<file path="src/rtl/gate_unit_arbiter_pkg.sv">
// Shared constants for the gate unit arbiter and its logic unit.
// Holds the opcode encodings and the arbiter FSM state encodings.
package gate_unit_arbiter_pkg;

    localparam logic [1:0] OP_AND  = 2'b00;
    localparam logic [1:0] OP_OR   = 2'b01;
    localparam logic [1:0] OP_XOR  = 2'b10;
    localparam logic [1:0] OP_NAND = 2'b11;

    localparam logic [1:0] S_IDLE = 2'b00;
    localparam logic [1:0] S_EXEC = 2'b01;
    localparam logic [1:0] S_RESP = 2'b10;

endpackage

</file>
<file path="src/rtl/gate_alu.sv">
// Purely combinational 2-input bitwise logic unit (AND/OR/XOR/NAND).
// It is shared by the arbiter, and other blocks can reuse it as is.
module gate_alu
    import gate_unit_arbiter_pkg::*;
#(
    parameter int W = 8
) (
    input  logic [1:0]   op,
    input  logic [W-1:0] a,
    input  logic [W-1:0] b,
    output logic [W-1:0] y
);

    always_comb begin
        // NOTE: default first so every path assigns y and no latch is inferred.
        y = '0;
        case (op)
            OP_AND:  y = a & b;
            OP_OR:   y = a | b;
            OP_XOR:  y = a ^ b;
            OP_NAND: y = ~(a & b);
            default: y = '0;
        endcase
    end

endmodule

</file>
<file path="src/rtl/gate_unit_arbiter.sv">
// Round-robin arbiter in front of a shared gate_alu: it latches the winner's
// operands, computes in EXEC, and returns the result with a one-cycle done in RESP.
module gate_unit_arbiter
    import gate_unit_arbiter_pkg::*;
#(
    parameter int N_REQ = 4,
    parameter int W     = 8,
    parameter int IDW   = 2
) (
    input  logic                 clk,
    input  logic                 rst,
    input  logic [N_REQ-1:0]     req,
    input  logic [2*N_REQ-1:0]   op,
    input  logic [W*N_REQ-1:0]   a,
    input  logic [W*N_REQ-1:0]   b,
    output logic [N_REQ-1:0]     grant,
    output logic                 busy,
    output logic                 done,
    output logic [W-1:0]         result,
    output logic [IDW-1:0]       done_id
);

    logic [1:0]     state;
    logic [IDW-1:0] rr_ptr;
    logic [IDW-1:0] win_id;
    logic [IDW-1:0] pick_idx;
    logic           pick_valid;

    logic [1:0]     op_q;
    logic [W-1:0]   a_q;
    logic [W-1:0]   b_q;
    logic [W-1:0]   alu_y;

    logic [1:0]     op_arr [N_REQ];
    logic [W-1:0]   a_arr  [N_REQ];
    logic [W-1:0]   b_arr  [N_REQ];

    for (genvar i = 0; i < N_REQ; i++) begin : g_unpack
        assign op_arr[i] = op[2*i +: 2];
        assign a_arr[i]  = a[W*i +: W];
        assign b_arr[i]  = b[W*i +: W];
    end

    // First set request at or above the rr pointer, wrapping past N_REQ-1 to 0.
    always_comb begin
        int cand;
        cand       = 0;
        pick_idx   = '0;
        pick_valid = 1'b0;
        for (int off = 0; off < N_REQ; off++) begin
            cand = int'(rr_ptr) + off;
            if (cand >= N_REQ) begin
                cand = cand - N_REQ;
            end
            if (!pick_valid && req[IDW'(cand)]) begin
                pick_valid = 1'b1;
                pick_idx   = IDW'(cand);
            end
        end
    end

    gate_alu #(
        .W (W)
    ) u_alu (
        .op (op_q),
        .a  (a_q),
        .b  (b_q),
        .y  (alu_y)
    );

    // NOTE: sequential state uses non-blocking assignments only, so every
    // register samples the pre-edge values regardless of statement order.
    always_ff @(posedge clk or posedge rst) begin
        if (rst) begin
            state   <= S_IDLE;
            rr_ptr  <= '0;
            win_id  <= '0;
            grant   <= '0;
            done    <= 1'b0;
            result  <= '0;
            done_id <= '0;
            // NOTE: operand latches are cleared too, so an aborted transaction
            // leaves nothing behind that could leak into a later result.
            op_q    <= '0;
            a_q     <= '0;
            b_q     <= '0;
        end else begin
            case (state)
                S_IDLE: begin
                    if (pick_valid) begin
                        op_q   <= op_arr[pick_idx];
                        a_q    <= a_arr[pick_idx];
                        b_q    <= b_arr[pick_idx];
                        win_id <= pick_idx;
                        grant  <= N_REQ'(1) << pick_idx;
                        state  <= S_EXEC;
                    end
                end
                S_EXEC: begin
                    result  <= alu_y;
                    done    <= 1'b1;
                    done_id <= win_id;
                    state   <= S_RESP;
                end
                S_RESP: begin
                    done   <= 1'b0;
                    grant  <= '0;
                    rr_ptr <= (win_id == IDW'(N_REQ - 1)) ? '0 : win_id + 1'b1;
                    state  <= S_IDLE;
                end
                default: begin
                    done  <= 1'b0;
                    grant <= '0;
                    state <= S_IDLE;
                end
            endcase
        end
    end

    assign busy = (state == S_EXEC) || (state == S_RESP);

endmodule

</file>
<file path="config.mk">
export PLATFORM = sky130hd
export DESIGN_NAME = gate_unit_arbiter
export DESIGN_NICKNAME = d
export VERILOG_FILES = /design/src/rtl/gate_unit_arbiter_pkg.sv /design/src/rtl/gate_alu.sv /design/src/rtl/gate_unit_arbiter.sv
export SDC_FILE = /design/constraint.sdc
export NUM_CORES = 1
export LEC_CHECK = 0
export CORE_MARGIN = 3
export CORE_UTILIZATION = 43
export CTS_BUF_LIST = sky130_fd_sc_hd__clkbuf_2
export DETAILED_ROUTE_END_ITERATION = 8
export PLACE_DENSITY = 0.85
export SETUP_SLACK_MARGIN = 0.1
export SLEW_MARGIN = 20
export SYNTH_ARGS = -nofsm -noshare
export SYNTH_HDL_FRONTEND = slang
export SYNTH_HIERARCHICAL = 1
export SYNTH_SLANG_ARGS = --single-unit
export TNS_END_PERCENT = 1
</file>
<file path="constraint.sdc">
create_clock -name clk -period 1.9 [get_ports clk]
set_clock_uncertainty 0.2 [all_clocks]
set_input_delay 0.38 -clock clk [delete_from_list [all_inputs] [get_ports clk]]
set_output_delay 0.38 -clock clk [all_outputs]
set_load 0.02 [all_outputs]
</file>
## Word level (Yosys, flattened, before mapping)

Index checks and enable logic that the tools add are counted.

| cells by class | value |
|---|---|
| add/sub/neg operators | 8 |
| eq/ne operators | 7 |
| reductions and logical operators | 11 |
| mux-type cells | 40 |
| $lt $le $gt $ge | 9 |
| bitwise gates (word level) | 6 |
| shift-type cells | 1 |

Operators with widths:

| operator | count |
|---|---|
| $bmux 8 s2 | 2 |
| $mux 8 | 4 |
| $pmux 8 s4 | 1 |
| $mux 2 | 12 |
| $lt 2x4->1 const B | 4 |
| $ge 3x3->1 const B | 4 |
| $mux 1 | 12 |
| $and 8x8->8 | 1 |
| $bmux 1 s2 | 4 |
| $eq 2x2->1 const B | 4 |
| $not 8->8 | 1 |
| $or 8x8->8 | 1 |
| $pmux 4 s2 | 1 |
| $sub 2x1->2 const B | 4 |
| $xor 8x8->8 | 1 |
| $add 2x2->3 const B | 2 |
| $bmux 2 s2 | 1 |
| $eq 2x1->1 const B | 2 |
| $logic_not 2->1 | 2 |
| $mux 4 | 1 |
| $pmux 2 s2 | 1 |
| $reduce_and 2->1 | 2 |
| $shl 1x2->4 const A | 1 |
| $add 2x1->3 const B | 1 |
| other kinds (9) | 13 |

| storage, ports and cells | value |
|---|---|
| bits in registers | 39 |
| input port bits | 78 |
| word-level logic and storage cells | 92 |
| output and inout port bits | 16 |

## Depth between registers and ports, before layout

| depth | value |
|---|---|
| depth in word-level cells | 19 |
| depth in mapped cells | 8 |
| depth with buffers taken out | 6 |

## By module

Netlist, hierarchy kept.

By module, submodules not included:

| module | area each (um2) | times used | cells an instance | seq. area each (um2) |
|---|---|---|---|---|
| gate_unit_arbiter | 2,336.0 | 1 | 238 | 975.9 |
| gate_alu | 553.0 | 1 | 59 | 0.0 |

## Worst setup path after synthesis

OpenSTA, ideal clock, no wires.

| path | value |
|---|---|
| kind | input-to-reg |
| start | input port req[1] |
| end | register op_q[1] |
| path slack | 33 ps |
| arrival | 1,544 ps |
| required time | 1,576 ps |
| stages | 7 |
| setup time | 124 ps |
| path through | buf_4 > nor4_4 > nor2b_1 > buf_2 > clkbuf_1 > o2bb2ai_1 > o21ai_1 |

| between the ends | value |
|---|---|
| cells in the longest elaborated chain, start to end | 17 |
| elaborated cells between the ends (all ways) | 31 |
| classes of those cells | mux: 23; bitwise: 1; reduce/logical: 7 |

Ends and longest elaborated chain:

| item | RTL line | text |
|---|---|---|
| from (decl) | gate_unit_arbiter.sv:12 | `input logic [N_REQ-1:0] req,` |
| $bmux 1 s2 | gate_unit_arbiter.sv:55 | `if (!pick_valid && req[IDW'(cand)]) begin` |
| $mux 1 (not written as such) (2 in series) | gate_unit_arbiter.sv:55 |  |
| $mux 1 | gate_unit_arbiter.sv:55 |  |
| $logic_not 1->1 | gate_unit_arbiter.sv:55 |  |
| $logic_and 1x1->1 | gate_unit_arbiter.sv:55 |  |
| $mux 1 | gate_unit_arbiter.sv:55 |  |
| $logic_not 1->1 | gate_unit_arbiter.sv:55 |  |
| $logic_and 1x1->1 | gate_unit_arbiter.sv:55 |  |
| $mux 1 | gate_unit_arbiter.sv:55 |  |
| $logic_not 1->1 | gate_unit_arbiter.sv:55 |  |
| $logic_and 1x1->1 | gate_unit_arbiter.sv:55 |  |
| $mux 2 | gate_unit_arbiter.sv:55 |  |
| $not 2->3 (not written as such) | gate_unit_arbiter.sv:91 | `op_q <= op_arr[pick_idx];` |
| $bmux 2 s2 | gate_unit_arbiter.sv:91 |  |
| $mux 2 (not written as such) (2 in series) | gate_unit_arbiter.sv:91 |  |
| to (signal assigned) | gate_unit_arbiter.sv:91 |  |
| to (decl) | gate_unit_arbiter.sv:29 | `logic [1:0] op_q;` |

Parallel ways exist; a longest one is shown, timed or not. The select of a mux whose other input is x is not followed.
A chain may end at the register's enable or synchronous reset.

## Final worst setup path

| path | value |
|---|---|
| start | register rr_ptr[1] |
| end | register grant[2] |

| between the ends | value |
|---|---|
| cells in the longest elaborated chain, start to end | 18 |
| elaborated cells between the ends (all ways) | 46 |
| classes of those cells | add/sub: 7; order compare: 4; eq/ne: 1; shift: 1; mux: 26; reduce/logical: 7 |

Ends and longest elaborated chain:

| item | RTL line | text |
|---|---|---|
| from (decl) | gate_unit_arbiter.sv:24 | `logic [IDW-1:0] rr_ptr;` |
| from (signal assigned) | gate_unit_arbiter.sv:108 | `rr_ptr <= (win_id == IDW'(N_REQ - 1)) ? '0 : win_id + 1'b1;` |
| branches (longest 18 deep; another with $add 2x1->3) | -- |  |
| to (signal assigned) | gate_unit_arbiter.sv:95 | `grant <= N_REQ'(1) << pick_idx;` |
| to (decl) | gate_unit_arbiter.sv:16 | `output logic [N_REQ-1:0] grant,` |

Parallel ways; which one is timed is not known. The select of a mux whose other input is x is not followed.

==> metrics.md <==
| Metric | Value |
|---|---|
| H-tree Lvls | 2 |
| Iter 0 DRT Violations | 127 |
| Mapped Area | 0.00289 mm2 |
| P&R area growth vs syn | 50.2% |
| Hold-fix buffers, CTS | 0 |
| Yosys reg bits | 39 |
| Pleak | 1.98 nW |
| Antenna viol nets, final | 0 |
| GPL Wtd Cong | 0.866 |
| DRT Wirelength | 8.07 mm |
| Clock root buffer | clkbuf_2 |
| Total Power | 6.46 mW |
| Fin. max-slew vios | 0 |
| Clock tree buffer depth | 2 |
| Worst path required time | 2000 ps |
| Clk slew on worst S/H paths | 200 ps |
| Final core occ | 67.5% |
| Worst reg-to-reg path cell count | 8 |
| Number of global-route vias before repair | 2813 |
| RSZ-0062 raised after global routing | yes |
| Max Clk Rate | 0.534 GHz |
| DP Worst Slack | -546 ps |
| Setup ws final | 25.6 ps |
| Final period util | 98.7% |
| VDD IR-drop max | 920 uV |
| Power per Cell Area | 1490 mW/mm2 |
| CTS tree | yes |
| Slew margin rel. | 67.1% |
| Final min period | 1870 ps |
| Rows | 29 |
| Initial antenna violation count | 0 |
| DRT Pass-1 Iters | 5 |
| First-pass GRT wire length | 13.0 mm |
| Port bufs | 93 |
| Post-synthesis net count | 395 |
| I/O pin cnt | 94 |
| Layout cells sized above 1 | 24.3% |
| Vias per inst | 5.68 |
| Post-placement cell area | 0.00411 mm2 |
| Worst Max-Slew Pin Slew | 494 ps |
| Cells after Synth | 297 |
| Nets@finish | 513 |
| Setup-failing EPs final | 0 |
| Initial Util | 45.0% |
| Grt ovf | 0 |
| GRT Util Overall | 21.3% |
| Post-synthesis cell type count | 43 |
| Worst setup EP type | register |
| Clock Sinks | 39 |
| Register area share after synthesis | 33.8% |
| Routed via count | 2801 |
| Core ar. | 0.00642 mm2 |
| Final hold vios | 0 |
| Worst-path fanout max | 9 |
| Status | complete, no violations |
| YS warnings | 6 |
| Remaining DRCs | 0 |
| Setup TNS | 0 ps |
| Inserted Diodes | 0 |
| Die width | 88.0 um |
| CP Class | reg -> reg |
| HP Class | in -> async |
| WL per Instance | 16.4 um |
| Clock latency on the worst-skew pair | 400 ps |
| CP startpoint kind | register |
| DP HPWL | 6.29 mm |
| Syn avg cell area | 9.73 um2 |
| Number of CTS-inserted buffers | 5 |
| Die height | 88.0 um |
| Design area | 0.00434 mm2 |
| Die area | 0.00774 mm2 |
| Max Cap Viol | 0 |
| Arr. time, crit path | 1970 ps |
| Largest net degree at the start of global routing | 40 |
## per-layer routing
metal	GRT usage [%]	up-vias	part of all wire (%)
met2	37.9	116	51
met5	0	-	0
met4	4.74	0	1.1
li1	-	1323	-
met3	4.52	11	7.1
met1	26.3	1351	41
## through the flow
| step | std cells | hold WS (ps) |
|---|---|---|
| final | 493 | 116 |
| after global routing | 493 | 94.2 |
| after CTS | 489 | 116 |
| after detailed placement | 481 | 298 |
| after global placement | 481 | 289 |
| after floorplan | 297 | 270 |
## cell usage after synthesis (all sizes together)
| master | number | share of area [%] |
|---|---|---|
| a21boi | 3 | 0.78 |
| a21o | 10 | 2.6 |
| a21oi | 11 | 1.9 |
| a221oi | 10 | 3.0 |
| a22o | 6 | 1.8 |
| a31oi | 8 | 1.7 |
| a32o | 1 | 0.35 |
| buf | 16 | 3.9 |
| clkbuf | 6 | 0.78 |
| dfrtp | 39 | 34 |
| ha | 20 | 8.7 |
| inv | 19 | 2.5 |
| mux2 | 21 | 8.4 |
| mux2i | 25 | 8.7 |
| nand2 | 7 | 0.91 |
| nand2b | 2 | 0.43 |
| nand3 | 17 | 2.9 |
| nor2 | 17 | 2.5 |
| nor2b | 6 | 1.6 |
| nor3 | 2 | 0.74 |
| nor4 | 2 | 1.5 |
| o211a | 1 | 0.35 |
| o21a | 1 | 0.26 |
| o21ai | 31 | 5.4 |
| o21bai | 1 | 0.26 |
| o221ai | 1 | 0.30 |
| o22ai | 2 | 0.65 |
| o2bb2ai | 8 | 2.4 |
| o31ai | 1 | 0.26 |
| or2 | 1 | 0.22 |
| or3 | 1 | 0.22 |
| or4 | 1 | 0.26 |
## repair_timing
item,4_1_cts,5_1_grt
setup buffers,0,3
pin swaps,0,12
gates cloned,0,1
gates resized for setup,40,31
endpoints found under the setup margin,36,27
## critical path, cell delays in order, from the launching register on
cell	delay [ps]
dfrtp_2	470
buf_12	130
buf_4	130
nand2b_1	120
o221ai_1	170
buf_4	210
nand2_1	60
o21ai_0	70
a22o_1	210
## logic make-up (layout without fill, tap and decap cells)
group | after synthesis | after routing | share of synthesized area (%)
and+or+nand+nor | 56 | 56 | 11.2
muxes | 46 | 46 | 17.1
buffers and inverters | 41 | 160 | 7.15
AOI/OAI and AO/OA | 95 | 95 | 22.1
DFF | 39 | 39 | 33.8
adders and majority gates | 20 | 20 | 8.66
## area by class of cell
cell class / instances / area, um2
clock buffers: 5 / 25.0
multi-input cells: 217 / 1820
clock inverters: 3 / 38.8
inverters: 19 / 71.3
repair buffers: 133 / 1310
fillers: 503 / 2080
well taps: 77 / 96.3
flip-flops and latches: 39 / 978
## sequential cells by signal, indices dropped and copies added (netlist names)
| signal | cells |
|---|---|
| state | 2 |
| grant | 4 |
| done_id | 2 |
| win_id | 2 |
| done | 1 |
| result | 8 |
| b_q | 8 |
| rr_ptr | 2 |
| a_q | 8 |
| op_q | 2 |
## path summary, 6_finish.rpt
| path | to | slack, ps | startpoint |
|---|---|---|---|
| min reg2reg | result[0] | 340 | result[0] |
| min | result[5] | 120 | rst |
| max | grant[2] | 30 | rr_ptr[1] |
| min in group clk | result[0] | 340 | result[0] |
| max in group asynchronous | rr_ptr[0] | 1180 | rst |
| max reg2reg | grant[2] | 30 | rr_ptr[1] |
## cells in the final DEF (no fill, tap or decap), types with 2 or more instances in the layout
cell type,count
o2bb2ai_1,8
nor2b_2,2
buf_6,9
nand2_1,7
nor2b_1,3
buf_4,25
inv_2,2
a31oi_1,8
a21o_1,10
clkdlybuf4s15_1,4
a221oi_1,3
mux2_2,19
buf_12,6
mux2_4,2
a21oi_1,10
mux2i_1,24
nor2_1,16
nor4_4,2
ha_1,19
a22o_1,6
o21ai_1,23
inv_1,17
nand3_1,17
a221oi_2,6
clkbuf_2,6
dfrtp_1,37
dlygate4sd2_1,14
clkdlybuf4s50_1,73
dfrtp_2,2
o21ai_0,7
## where the power goes
group          switching, mW  total (mW)  internal (mW)
clock                  0.285       0.502          0.216
combinational           2.08        4.30           2.22
sequential             0.408        1.66           1.25
Note: power is estimated with default switching activity, not from simulation.
